### config.mk
export PLATFORM = sky130hd
export DESIGN_NAME = emg_scan_sequencer
export DESIGN_NICKNAME = d
export VERILOG_FILES = /design/src/rtl/emg_scan_sequencer.sv
export SDC_FILE = /design/constraint.sdc
export NUM_CORES = 1
export LEC_CHECK = 0
export CORE_MARGIN = 4
export CORE_UTILIZATION = 45
export DETAILED_ROUTE_END_ITERATION = 10
export PLACE_DENSITY = 0.76
export SYNTH_ARGS = -nofsm -noshare
export SYNTH_HDL_FRONTEND = slang
export SYNTH_SLANG_ARGS = --single-unit
export TNS_END_PERCENT = 10
### constraint.sdc
create_clock -name CLK_EMG -period 2.6 [get_ports CLK_EMG]
set_input_delay 0.39 -clock CLK_EMG [delete_from_list [all_inputs] [get_ports CLK_EMG]]
set_output_delay 0.39 -clock CLK_EMG [all_outputs]
set_load 0.05 [all_outputs]
### src/rtl/emg_scan_sequencer.sv
// EMG scan sequencer: steps the mux through enabled channels, fires one ADC conversion each, streams tagged results.
// Latency: sample valid 1 cycle after adc_done; per-channel period SETTLE_CYCLES+1+conversion+1 cycles.
// Backpressure: single holding register; a capture while a sample is still held drops it and sets sticky overrun.
// Optional per-channel VGA gain table: define EMG_GAIN_TABLE_EN (otherwise gain is fixed at DEFAULT_GAIN).
module emg_scan_sequencer #(
  parameter int          NUM_CH        = 16,
  parameter int          CH_W          = 4,
  parameter int          DATA_W        = 10,
  parameter int          SETTLE_CYCLES = 2,
  parameter int          CONV_CYCLES   = 13,
  parameter logic [2:0]  DEFAULT_GAIN  = 3'b111
) (
  input  logic              CLK_EMG,
  input  logic              RESET,
  input  logic              enable,
  input  logic [NUM_CH-1:0] ch_mask,
  input  logic              adc_done,
  input  logic [DATA_W-1:0] adc_data,
  input  logic              gain_wr_en,
  input  logic [CH_W-1:0]   gain_wr_ch,
  input  logic [2:0]        gain_wr_val,
  output logic [CH_W-1:0]   ch_sel,
  output logic              en_adc,
  output logic              start_conv,
  output logic [2:0]        gain,
  output logic              s_valid,
  input  logic              s_ready,
  output logic [DATA_W-1:0] s_data,
  output logic [CH_W-1:0]   s_ch,
  output logic              s_frame,
  output logic              overrun,
  output logic              timeout
);

  localparam int TO_CYCLES = CONV_CYCLES + 4;
  localparam int CNT_MAX   = (TO_CYCLES > SETTLE_CYCLES) ? TO_CYCLES : SETTLE_CYCLES;
  localparam int CNT_W     = $clog2(CNT_MAX + 1);

  typedef enum logic [1:0] {IDLE, SELECT, START, CONVERT} state_t;

  state_t            state, state_nxt;
  logic [CH_W-1:0]   cur_ch, sel_ch, nxt_ch, low_ch;
  logic [NUM_CH-1:0] mask_lat;
  logic [CNT_W-1:0]  cnt;
  logic              first_ch, sel_first, enter_sel, latch_mask;
  logic              capture, to_fire, advance, nxt_found;

  assign ch_sel     = cur_ch;
  assign en_adc     = (state != IDLE);
  assign start_conv = (state == START);

  // Priority search: lowest channel of the live mask, next higher channel of the latched mask
  always_comb begin
    low_ch    = '0;
    nxt_ch    = '0;
    nxt_found = 1'b0;
    for (int i = NUM_CH - 1; i >= 0; i--) begin
      if (ch_mask[i]) low_ch = CH_W'(i);
      if (mask_lat[i] && (CH_W'(i) > cur_ch)) begin
        nxt_found = 1'b1;
        nxt_ch    = CH_W'(i);
      end
    end
  end

  // State register
  always_ff @(posedge CLK_EMG or posedge RESET) begin
    if (RESET) state <= IDLE;
    else       state <= state_nxt;
  end

  // Next-state and sequencing decisions; a frame ends when no higher channel remains
  always_comb begin
    state_nxt  = state;
    enter_sel  = 1'b0;
    sel_ch     = cur_ch;
    sel_first  = 1'b0;
    latch_mask = 1'b0;
    capture    = 1'b0;
    to_fire    = 1'b0;
    advance    = 1'b0;
    case (state)
      IDLE: begin
        if (enable && (|ch_mask)) begin
          state_nxt  = SELECT;
          enter_sel  = 1'b1;
          latch_mask = 1'b1;
          sel_ch     = low_ch;
          sel_first  = 1'b1;
        end
      end
      SELECT: begin
        if (cnt == CNT_W'(SETTLE_CYCLES - 1)) state_nxt = START;
      end
      START: begin
        state_nxt = CONVERT;
      end
      CONVERT: begin
        if (adc_done) begin
          capture = 1'b1;
          advance = 1'b1;
        end else if (cnt == CNT_W'(TO_CYCLES - 1)) begin
          to_fire = 1'b1;
          advance = 1'b1;
        end
        if (advance) begin
          if (nxt_found) begin
            if (enable) begin
              state_nxt = SELECT;
              enter_sel = 1'b1;
              sel_ch    = nxt_ch;
            end else begin
              state_nxt = IDLE;
            end
          end else begin
            latch_mask = 1'b1;
            if (enable && (|ch_mask)) begin
              state_nxt = SELECT;
              enter_sel = 1'b1;
              sel_ch    = low_ch;
              sel_first = 1'b1;
            end else begin
              state_nxt = IDLE;
            end
          end
        end
      end
      default: state_nxt = IDLE;
    endcase
  end

  // Channel, latched mask and shared settle/conversion counter
  always_ff @(posedge CLK_EMG or posedge RESET) begin
    if (RESET) begin
      cur_ch   <= '0;
      mask_lat <= '0;
      first_ch <= 1'b0;
      cnt      <= '0;
    end else begin
      if (latch_mask) mask_lat <= ch_mask;
      if (enter_sel) begin
        cur_ch   <= sel_ch;
        first_ch <= sel_first;
      end
      if (enter_sel || (state == START))            cnt <= '0;
      else if ((state == SELECT) || (state == CONVERT)) cnt <= cnt + 1'b1;
    end
  end

  // Output holding register with drop-on-full and sticky error flags
  always_ff @(posedge CLK_EMG or posedge RESET) begin
    if (RESET) begin
      s_valid <= 1'b0;
      s_data  <= '0;
      s_ch    <= '0;
      s_frame <= 1'b0;
      overrun <= 1'b0;
      timeout <= 1'b0;
    end else begin
      if (capture) begin
        if (!s_valid || s_ready) begin
          s_valid <= 1'b1;
          s_data  <= adc_data;
          s_ch    <= cur_ch;
          s_frame <= first_ch;
        end else begin
          overrun <= 1'b1;
        end
      end else if (s_valid && s_ready) begin
        s_valid <= 1'b0;
      end
      if (to_fire) timeout <= 1'b1;
    end
  end

`ifdef EMG_GAIN_TABLE_EN
  logic [2:0] gain_tab [NUM_CH];
  logic [2:0] gain_q;

  // Gain table writes; the VGA gain is sampled from the table only when a channel is selected
  always_ff @(posedge CLK_EMG or posedge RESET) begin
    if (RESET) begin
      for (int i = 0; i < NUM_CH; i++) gain_tab[i] <= DEFAULT_GAIN;
      gain_q <= DEFAULT_GAIN;
    end else begin
      if (gain_wr_en && (int'(gain_wr_ch) < NUM_CH)) gain_tab[gain_wr_ch] <= gain_wr_val;
      if (enter_sel) gain_q <= gain_tab[sel_ch];
    end
  end

  assign gain = gain_q;
`else
  logic unused_gain_wr;
  assign unused_gain_wr = ^{gain_wr_en, gain_wr_ch, gain_wr_val};
  assign gain = DEFAULT_GAIN;
`endif

endmodule

After elaboration in Yosys (flattened, before gate mapping)
Index checks and enable logic that the tools add are counted.
{"block": "word_totals", "ramBits": 0, "reg_bits": 46, "wordCells": 155, "latch_bits": 0, "mem_bits_ro": 0, "inputBits": 39, "n_memories": 0}
{"block": "classes", "bitwise_logic": 1, "multipliers": 0, "div": 0, "magnitude_cmp": 16, "addsub": 1, "n_eq_ne": 10, "mux": 83, "shift": 0, "n_reduce_logical": 33}
{"cell": "4-bit 2-to-1 mux", "count": 36}
{"cell": "1-bit 2-to-1 mux", "count": 36}
{"cell": "4-bit greater-than comparator, first input constant", "count": 8}
{"cell": "1-bit logical AND", "count": 18}
{"cell": "3-bit by 4-bit greater-than comparator with 1-bit output, first input constant", "count": 4}
{"cell": "16-bit OR reduction", "count": 1}
{"cell": "5-bit 2-to-1 mux", "count": 2}
{"cell": "1-bit by 4-bit greater-than comparator with 1-bit output, first input constant", "count": 2}
{"cell": "2-bit by 4-bit greater-than comparator with 1-bit output, first input constant", "count": 2}
{"cell": "2-bit 2-to-1 mux", "count": 4}
{"cell": "2-bit one-hot mux with 4 select lines", "count": 1}
{"cell": "4-bit one-hot mux with 2 select lines", "count": 1}
{"cell": "2-bit nonzero test", "count": 4}
{"cell": "2-bit inequality test, second input constant", "count": 3}
{"cell": "1-bit one-hot mux with 2 select lines", "count": 3}
{"cell": "2-bit AND reduction", "count": 3}
{"cell": "5-bit by 1-bit adder with 5-bit output, second input constant", "count": 1}
{"cell": "5-bit by 1-bit equality test with 1-bit output, second input constant", "count": 1}
{"cell": "5-bit equality test, second input constant", "count": 1}
{"cell": "2-bit equality test, second input constant", "count": 2}
{"cell": "4-bit AND reduction", "count": 1}
{"cell": "1-bit logical OR", "count": 3}
{"cell": "3-bit inequality test, second input constant", "count": 1}
{"cell": "3-bit AND reduction", "count": 1}
{"cell": "other kinds (5)", "count": 5}

Depth between registers and ports, before layout
Gate-level depths: netlist (run 1).
{"block": "depth", "depth_word": 23, "ltp_mapped": 9, "depth_no_buf": 9}

Least setup slack after synthesis (run 1)
Ideal clock, no wire load.
{"block": "synth_timing", "path_type": "reg2reg", "start": "register cur_ch[3], in the netlist ch_sel[3]", "end": "register mask_lat[10]", "t_arrival_ns": 2.665, "path_slack_ns": -0.191, "setup_ns": 0.125, "stages_incl_launch_ff": 10, "path_cell_list": "dfrtp_1 buf_2 inv_2 o32a_1 or4b_4 nor2_2 nand2_1 a21o_1 buf_6 mux2_4"}
{"block": "synth_between", "elab_chain_len": 21, "elab_cells_between_ends": 51, "classes_between": "16 x order compare; 19 x mux; 16 x reduce/logical"}
{"element": "start, declared", "line_no": "42", "text": "logic [CH_W-1:0] cur_ch, sel_ch, nxt_ch, low_ch;"}
{"element": "start signal, assigned", "line_no": "142", "text": "cur_ch <= sel_ch;"}
{"element": "4-bit greater-than comparator", "line_no": "59", "text": "if (mask_lat[i] && (CH_W'(i) > cur_ch)) begin"}
{"element": "1-bit logical AND", "line_no": "59"}
{"element": "1-bit 2-to-1 mux (15 in series)", "line_no": "59"}
{"element": "1-bit 2-to-1 mux *", "line_no": "59"}
{"element": "1-bit 2-to-1 mux *", "line_no": "107", "text": "if (nxt_found) begin"}
{"element": "1-bit 2-to-1 mux *", "line_no": "106", "text": "if (advance) begin"}
{"element": "1-bit one-hot mux with 2 select lines *", "line_no": "82", "text": "case (state)"}
{"element": "end signal, assigned", "line_no": "140", "text": "if (latch_mask) mask_lat <= ch_mask;"}
{"element": "end, declared", "line_no": "43", "text": "logic [NUM_CH-1:0] mask_lat;"}
Mark *: on every way between the ends. The rest lies on a longest branch, timed or not.
A chain may end at the register's enable or synchronous reset.

Worst setup path after layout (run 1)
{"block": "layout_timing", "start": "register cur_ch[3], in the netlist ch_sel[3]", "end": "register mask_lat[12]"}
The elaborated chain is that of the path after synthesis.

==> results of run 1 <==
## critical path, cell delays in order, from the launching register on
cell and delay (ps):
dfrtp_2 520, inv_2 60, o32a_1 370, or4b_4 540, nor2_2 140, nand2_1 60
a21o_1 200, buf_12 160, mux2_1 320
## layer usage
layer	share of wire	global-route usage	wire, um
met1	0.41	0.250	2910
met2	0.49	0.331	3520
met3	0.063	0.0442	448
met4	0.034	0.105	241
met5	0	0	0
## state kept, by name, indices dropped and copies added, names as in the netlist
name and flops:
state 2, timeout 1, s_frame 1, mask_lat 15
s_data 10, ch_sel 4, first_ch 1, cnt 5
s_ch 4, overrun 1, s_valid 1
## kinds of logic after synthesis
kind of cell | share of synthesized area
mux | 0.141
xor+xnor | 0.0128
fa+ha+maj | 0.0320
flops | 0.412
other cells | 0.00137
simple gates | 0.145
compound gates | 0.201
buf+inv | 0.0553
## path summary, 6_finish.rpt
path,startpoint,to
worst min-delay path,overrun$_DFFE_PP0P_,overrun$_DFFE_PP0P_
worst min register to register,overrun$_DFFE_PP0P_,overrun$_DFFE_PP0P_
min in group asynchronous,RESET,s_data[0]$_DFFE_PP0P_
worst max-delay path,ch_sel[3]$_DFFE_PP0P_,mask_lat[12]$_DFFE_PP0P_
max in group asynchronous,RESET,mask_lat[13]$_DFFE_PP0P_
worst max register to register,ch_sel[3]$_DFFE_PP0P_,mask_lat[12]$_DFFE_PP0P_
## synth_stat cells, drive strengths merged (3+ instances only)
cell type	instances	area, um2
buf	8	53.8
inv	21	78.8
o2111ai	3	26.3
mux2	30	375
o21bai	4	30.0
nand3	4	20.0
o22ai	3	18.8
o32ai	3	33.8
a211oi	3	22.5
a221oi	3	26.3
nor3	11	55.1
nor2b	3	18.8
ha	7	87.6
a21oi	21	105
nor2	19	73.8
clkbuf	5	18.8
o21ai	10	50.0
a22oi	4	30.0
nand2	9	33.8
dfrtp	45	1130
nand2b	7	43.8
nor4	5	31.3
## stage by stage
stage	total power, W	instance area [um2]	TNS (ps)	instances
2_1_floorplan	0.00332	2760	0	274
3_3_place_gp	0.00411	3630	-6.23	429
3_5_place_dp	0.00421	3630	-307	429
4_1_cts	0.00470	3730	0	437
5_1_grt	0.00517	3850	0	444
6_report	0.00485	3850	0	444
## cell usage in the layout (no fill, tap or decap), types with 9 or more instances in the layout
cell,count
clkdlybuf4s50_1,54
buf_4,44
dfrtp_1,41
inv_1,19
a21oi_1,19
nor2_1,18
mux2_2,15
mux2_4,10
nand2_1,9
nor3_1,9
## report_power, final
group	internal, W	switching, W	total [W]	leakage [nW]
Clock	0.000216	0.000243	0.000459	0.0512
Sequential	0.00103	0.000334	0.00137	0.536
Combinational	0.00133	0.00169	0.00302	1.10
## area by class of cell
| class | count | share of cell area |
|---|---|---|
| Clock inverter | 2 | 0.00357 |
| Sequential cell | 45 | 0.294 |
| Timing Repair Buffer | 100 | 0.236 |
| Clock buffer | 6 | 0.0214 |
| Tap cell | 75 | 0.0244 |
| Multi-Input combinational cell | 195 | 0.400 |
| Inverter | 21 | 0.0205 |
## timing repair
| action | in CTS | in global routing |
|---|---|---|
| gates resized for setup | 1 | 12 |
| setup endpoints to repair | 1 | 11 |
| cloned | 0 | 0 |
| pin swaps | 0 | 2 |
| endpoints found under the hold margin | 0 | 0 |
| buffers inserted | 0 | 7 |
==> results.md, run 1 <==
- RSZ-0062 raised after global routing: no
- Detailed Route Iter0 Violations: 229
- Clock sinks: 45
- Worst Path Max Fanout: 15
- Fin crit share: 0.961
- Final setup margin: 102 ps
- # DRC: 0
- Leakage: 1.68 nW
- Largest net degree at the start of global routing: 25
- Worst-path clk slew: 90 ps
- Worst setup EP type: flip-flop
- Via/cell ratio: 5.66
- Port Buf Inserts: 54
- Die width: 86.0 um
- VDD IR max: 0.718 mV
- CTS buffer count: 5
- Initial antenna violation count: 0
- Max_cap viols: 0
- Power density cells: 1260 nW/um2
- Synth warn: 0
- CTS tree: built
- Setup crit start kind: flip-flop
- Antenna Cells: 0
- Max H-tree Level: 2
- IO Count: 66
- Vias in the first global route: 2577
- Required @ worst endpoint: 2780 ps
- TritonRoute pass-1 iters: 5
- Root Buffer: clkbuf_8
- Distinct cells, synth: 64
- Final hold slack: 483 ps
- Async set-reset flop share out of synthesis: 1.00
- Total GRT Usage: 0.203
- Status: complete, no violations
- Minimum clock period: 2500 ps
- Area of the mapped netlist: 2740 um2
- Die Y: 86.0 um
- Slew @ Worst Pin: 915 ps
- Post-synth top flop: dfrtp_1
- Final core occ: 0.651
- Register area: 1130 um2
- Worst R2R Path Depth: 8
- Hold_buf cts: 0
- Global route total overflow: 0
- Pre-CTS setup slack: -146 ps
- Nets: 414
- Endpoints failing hold: 0
- Die Area: 7390 um2
- Syn Inst Count: 272
- EDFF count, synth: 0
- Drt total wl: 7120 um
- Worst-case clock buffer depth: 2
- Relative slew slack: 0.386
- Mapped Avg Cell Area: 10.1 um2
- Final setup fails: 0
- Final Max Slew Viols: 0
- Multi-input logic area: 1540 um2
- Arr. time, crit path: 2680 ps
- Achievable Freq: 400 MHz
- Area grow syn2layout: 40.8%
- Wire per inst: 16.0 um
- R2R setup slack: 100 ps
- Worst Hold Path Cells: 1
- Detail Route Antenna Nets: 0
- Yosys reg bits: 45
- DP HPWL: 5310 um
- FILL cells: 492
- GPL Wtd Cong: 0.920
- Worst skew pair latency: 300 ps
- Initial Utilization: 0.462
- Final clock skew: 2.87 ps
- Hold crit path type: flip-flop to flip-flop
- Core region area: 5920 um2
- Site Rows: 28
- Via count: 2513
- First-pass GRT wire length: 12000 um
- Share of cells above drive strength 1: 0.279
- Kind of critical path: flip-flop to flip-flop
- Sequential area share after synthesis: 0.412
Power figures use the tool's default switching activity.
==> run 2: changes to the inputs <==
--- a/config.mk
+++ b/config.mk
@@ -8,6 +8,7 @@
 export CORE_MARGIN = 4
 export CORE_UTILIZATION = 45
 export DETAILED_ROUTE_END_ITERATION = 10
+export GPL_ROUTABILITY_DRIVEN = 0
 export PLACE_DENSITY = 0.76
 export SYNTH_ARGS = -nofsm -noshare
 export SYNTH_HDL_FRONTEND = slang
==> results of run 2 <==
Same layout as run 1: the final DEF is identical, and so are final timing and power.
==> run 3: changes to the inputs <==
--- a/config.mk
+++ b/config.mk
@@ -6,11 +6,9 @@
 export NUM_CORES = 1
 export LEC_CHECK = 0
 export CORE_MARGIN = 4
-export CORE_UTILIZATION = 45
+export CORE_UTILIZATION = 25
 export DETAILED_ROUTE_END_ITERATION = 10
 export GPL_ROUTABILITY_DRIVEN = 0
-export PLACE_DENSITY = 0.76
 export SYNTH_ARGS = -nofsm -noshare
 export SYNTH_HDL_FRONTEND = slang
 export SYNTH_SLANG_ARGS = --single-unit
-export TNS_END_PERCENT = 10
==> results.md, run 3 (synthesis gave the netlist of run 1 again) <==
- Detail Route Antenna Nets: 0 (unchanged)
- Share of cells above drive strength 1: 0.266 (-0.0128)
- Final clock skew: 11.6 ps (+8.76 ps)
- Biggest regs: mask_lat x15, s_data x10, cnt x5
- Die Area: 12700 um2 (+72%)
- VDD IR max: 0.664 mV (-7.5%)
- Seq pwr share: 0.286 (+0.004)
- # placed instances: 492 (+15%)
- Leading cell type in the layout, fill and taps excluded: clkdlybuf4s50_1
- Vias in the first global route: 2490 (-3.4%)
- Die Y: 113 um (+31%)
- Cell area after layout: 3870 um2 (+0.42%)
- TritonRoute pass-1 iters: 6 (+1)
- Initial antenna violation count: 0 (unchanged)
- Pre-CTS setup slack: -81.9 ps (+64.5 ps)
- Via/cell ratio: 4.86 (-14%)
- Critical-path cell list: buf_4 > nor2_1 > and3_1 > or3_1 > nor2_2 > nand2_1 > a21o_1 > buf_12 > mux2_1
- GR Util met3: 0.0264 (-0.0178)
- Antenna Cells: 0 (unchanged)
- Hold_buf cts: 0 (unchanged)
- Setup crit start kind: flip-flop
- IO Count: 66 (unchanged)
- Crit path max-delay family: simple AND/OR/NAND/NOR gates
- Total GRT Usage: 0.111 (-0.0915)
- Power Internal: 0.00253 W (-2.1%)
- Required @ worst endpoint: 2790 ps (about the same)
- First-pass GRT wire length: 11700 um (-2.0%)
- Via count: 2448 (-2.6%)
- Worst-path clk slew: 100 ps (about the same)
- Achievable Freq: 403 MHz (+0.65%)
- Register area: 1130 um2 (unchanged)
- Final setup fails: 0 (unchanged)
- Largest net degree at the start of global routing: 19 (-24%)
- GR Util met2: 0.192 (-0.140)
- Most Crowded Layer GR: met2
- Final setup margin: 118 ps (+16.2 ps)
- Top reg by flops: mask_lat
- Final Max Slew Viols: 0 (unchanged)
- Sw Ratio: 0.468 (about the same)
- Setup TNS Final: 0 ps (unchanged)
- Clock power frac: 0.097 (+0.002)
- Worst setup EP type: flip-flop
- Worst stage delay on the critical path: 460 ps (-80 ps)
- Sum of buffers and inverters on the critical path: 2 (unchanged)
- CP max-delay cell: dfrtp_2
- Nets: 413 (-0.24%)
- Max_cap viols: 0 (unchanged)
- Wire per inst: 14.2 um (-12%)
- Most frequent cells in the layout: clkdlybuf4s50_1, buf_4, dfrtp_1
- Arr. time, crit path: 2670 ps (about the same)
- Placed Area: 3710 um2 (+2.2%)
- Root Buffer: clkbuf_8
- Comb power frac: 0.617 (-0.006)
- Worst Path Max Fanout: 15 (unchanged)
- Port Buf Inserts: 54 (unchanged)
- CTS tree: built
- CTS buffer count: 5 (unchanged)
- DP HPWL: 5470 um (+3.0%)
- Leakage: 1.65 nW (-1.9%)
- Initial Utilization: 0.260 (-0.202)
- Status: complete, no violations
- # DRC: 0 (unchanged)
- Kind of critical path: flip-flop to flip-flop
- Power density cells: 1230 nW/um2 (-2.4%)
- Multi-input logic area: 1500 um2 (-2.4%)
- Slew @ Worst Pin: 615 ps (-300 ps)
- Endpoints failing hold: 0 (unchanged)
- Detailed Route Iter0 Violations: 198 (-14%)
- Global route total overflow: 0 (unchanged)
- Fin crit share: 0.954 (-0.00625)
- Drt total wl: 7150 um (+0.39%)
- FILL cells: 1062 (+120%)
- Minimum clock period: 2480 ps (-16.2 ps)
- Fin cells: 504 (+14%)
- Max reg flops: 15 (unchanged)
- Die width: 113 um (+31%)
- Worst-case clock buffer depth: 2 (unchanged)
- Area grow syn2layout: 41.4%
- Site Rows: 37 (+32%)
- Worst skew pair latency: 310 ps (about the same)
- Clock sinks: 45 (unchanged)
- Core region area: 10500 um2 (+77%)
- Routing usage on met1: 0.136 (-0.114)
- Hold crit path type: primary input to async pin
- Psw: 0.00222 W (-2.0%)
- Relative slew slack: 0.587 (+0.201)
- Max H-tree Level: 2 (unchanged)
- Final hold slack: 379 ps (-104 ps)
[run 3: final cells by class]
cell class                      instances  area share
Multi-Input combinational cell        195       0.389
Sequential cell                        45       0.292
Timing Repair Buffer                   99       0.230
Tap cell                              136      0.0440
Inverter                               21      0.0204
Clock buffer                            5      0.0178
Clock inverter                          3     0.00647
[run 3: path summary, 6_finish.rpt]
check / startpoint / end / slack (ps) / depth (start not counted)
setup reg to reg: ch_sel[2]$_DFFE_PP0P_ / mask_lat[11]$_DFFE_PP0P_ / 120 / 9
hold / removal: RESET / s_data[9]$_DFFE_PP0P_ / 380 / 2
max in group asynchronous: RESET / ch_sel[0]$_DFFE_PP0P_ / 1640 / 3
min in group CLK_EMG: overrun$_DFFE_PP0P_ / overrun$_DFFE_PP0P_ / 490 / 1
setup / recovery: ch_sel[2]$_DFFE_PP0P_ / mask_lat[11]$_DFFE_PP0P_ / 120 / 9
hold reg to reg: overrun$_DFFE_PP0P_ / overrun$_DFFE_PP0P_ / 490 / 1
[run 3: worst register-to-register path, stage by stage, from the launching register on]
cell and delay [ps]:
dfrtp_2 460, buf_4 190, nor2_1 80, and3_1 230, or3_1 460, nor2_2 190
nand2_1 70, a21o_1 200, buf_12 160, mux2_1 320
[run 3: through the flow]
| step | total power, W | utilization |
|---|---|---|
| 2_1_floorplan | 0.00332 | - |
| 3_3_place_gp | 0.00415 | 0.353 |
| 3_5_place_dp | 0.00421 | 0.353 |
| 4_1_cts | 0.00468 | 0.362 |
| 6_report | 0.00475 | 0.368 |
| 5_1_grt | 0.00507 | 0.368 |
[run 3: power by group through the flow]
stage | Combinational [W] | Sequential [W] | Clock (W)
finish | 0.00293 | 0.00136 | 0.000459
global placement | 0.00279 | 0.00136 | 0
global route | 0.00316 | 0.00141 | 0.000501
floorplan | 0.00150 | 0.00182 | 0
detailed placement | 0.00283 | 0.00138 | 0
CTS | 0.00284 | 0.00136 | 0.000477
[run 3: routing by layer]
layer  vias to the layer above  wire length (um)
met5                         -                 0
met4                         0               127
met3                        12               376
met2                        65              3560
met1                      1175              3080
li1                       1196                 -
[run 3: repair_timing]
action                     in CTS  in global routing
setup endpoints to repair       0                 21
buffers inserted                0                  4
gates resized for setup         0                  6
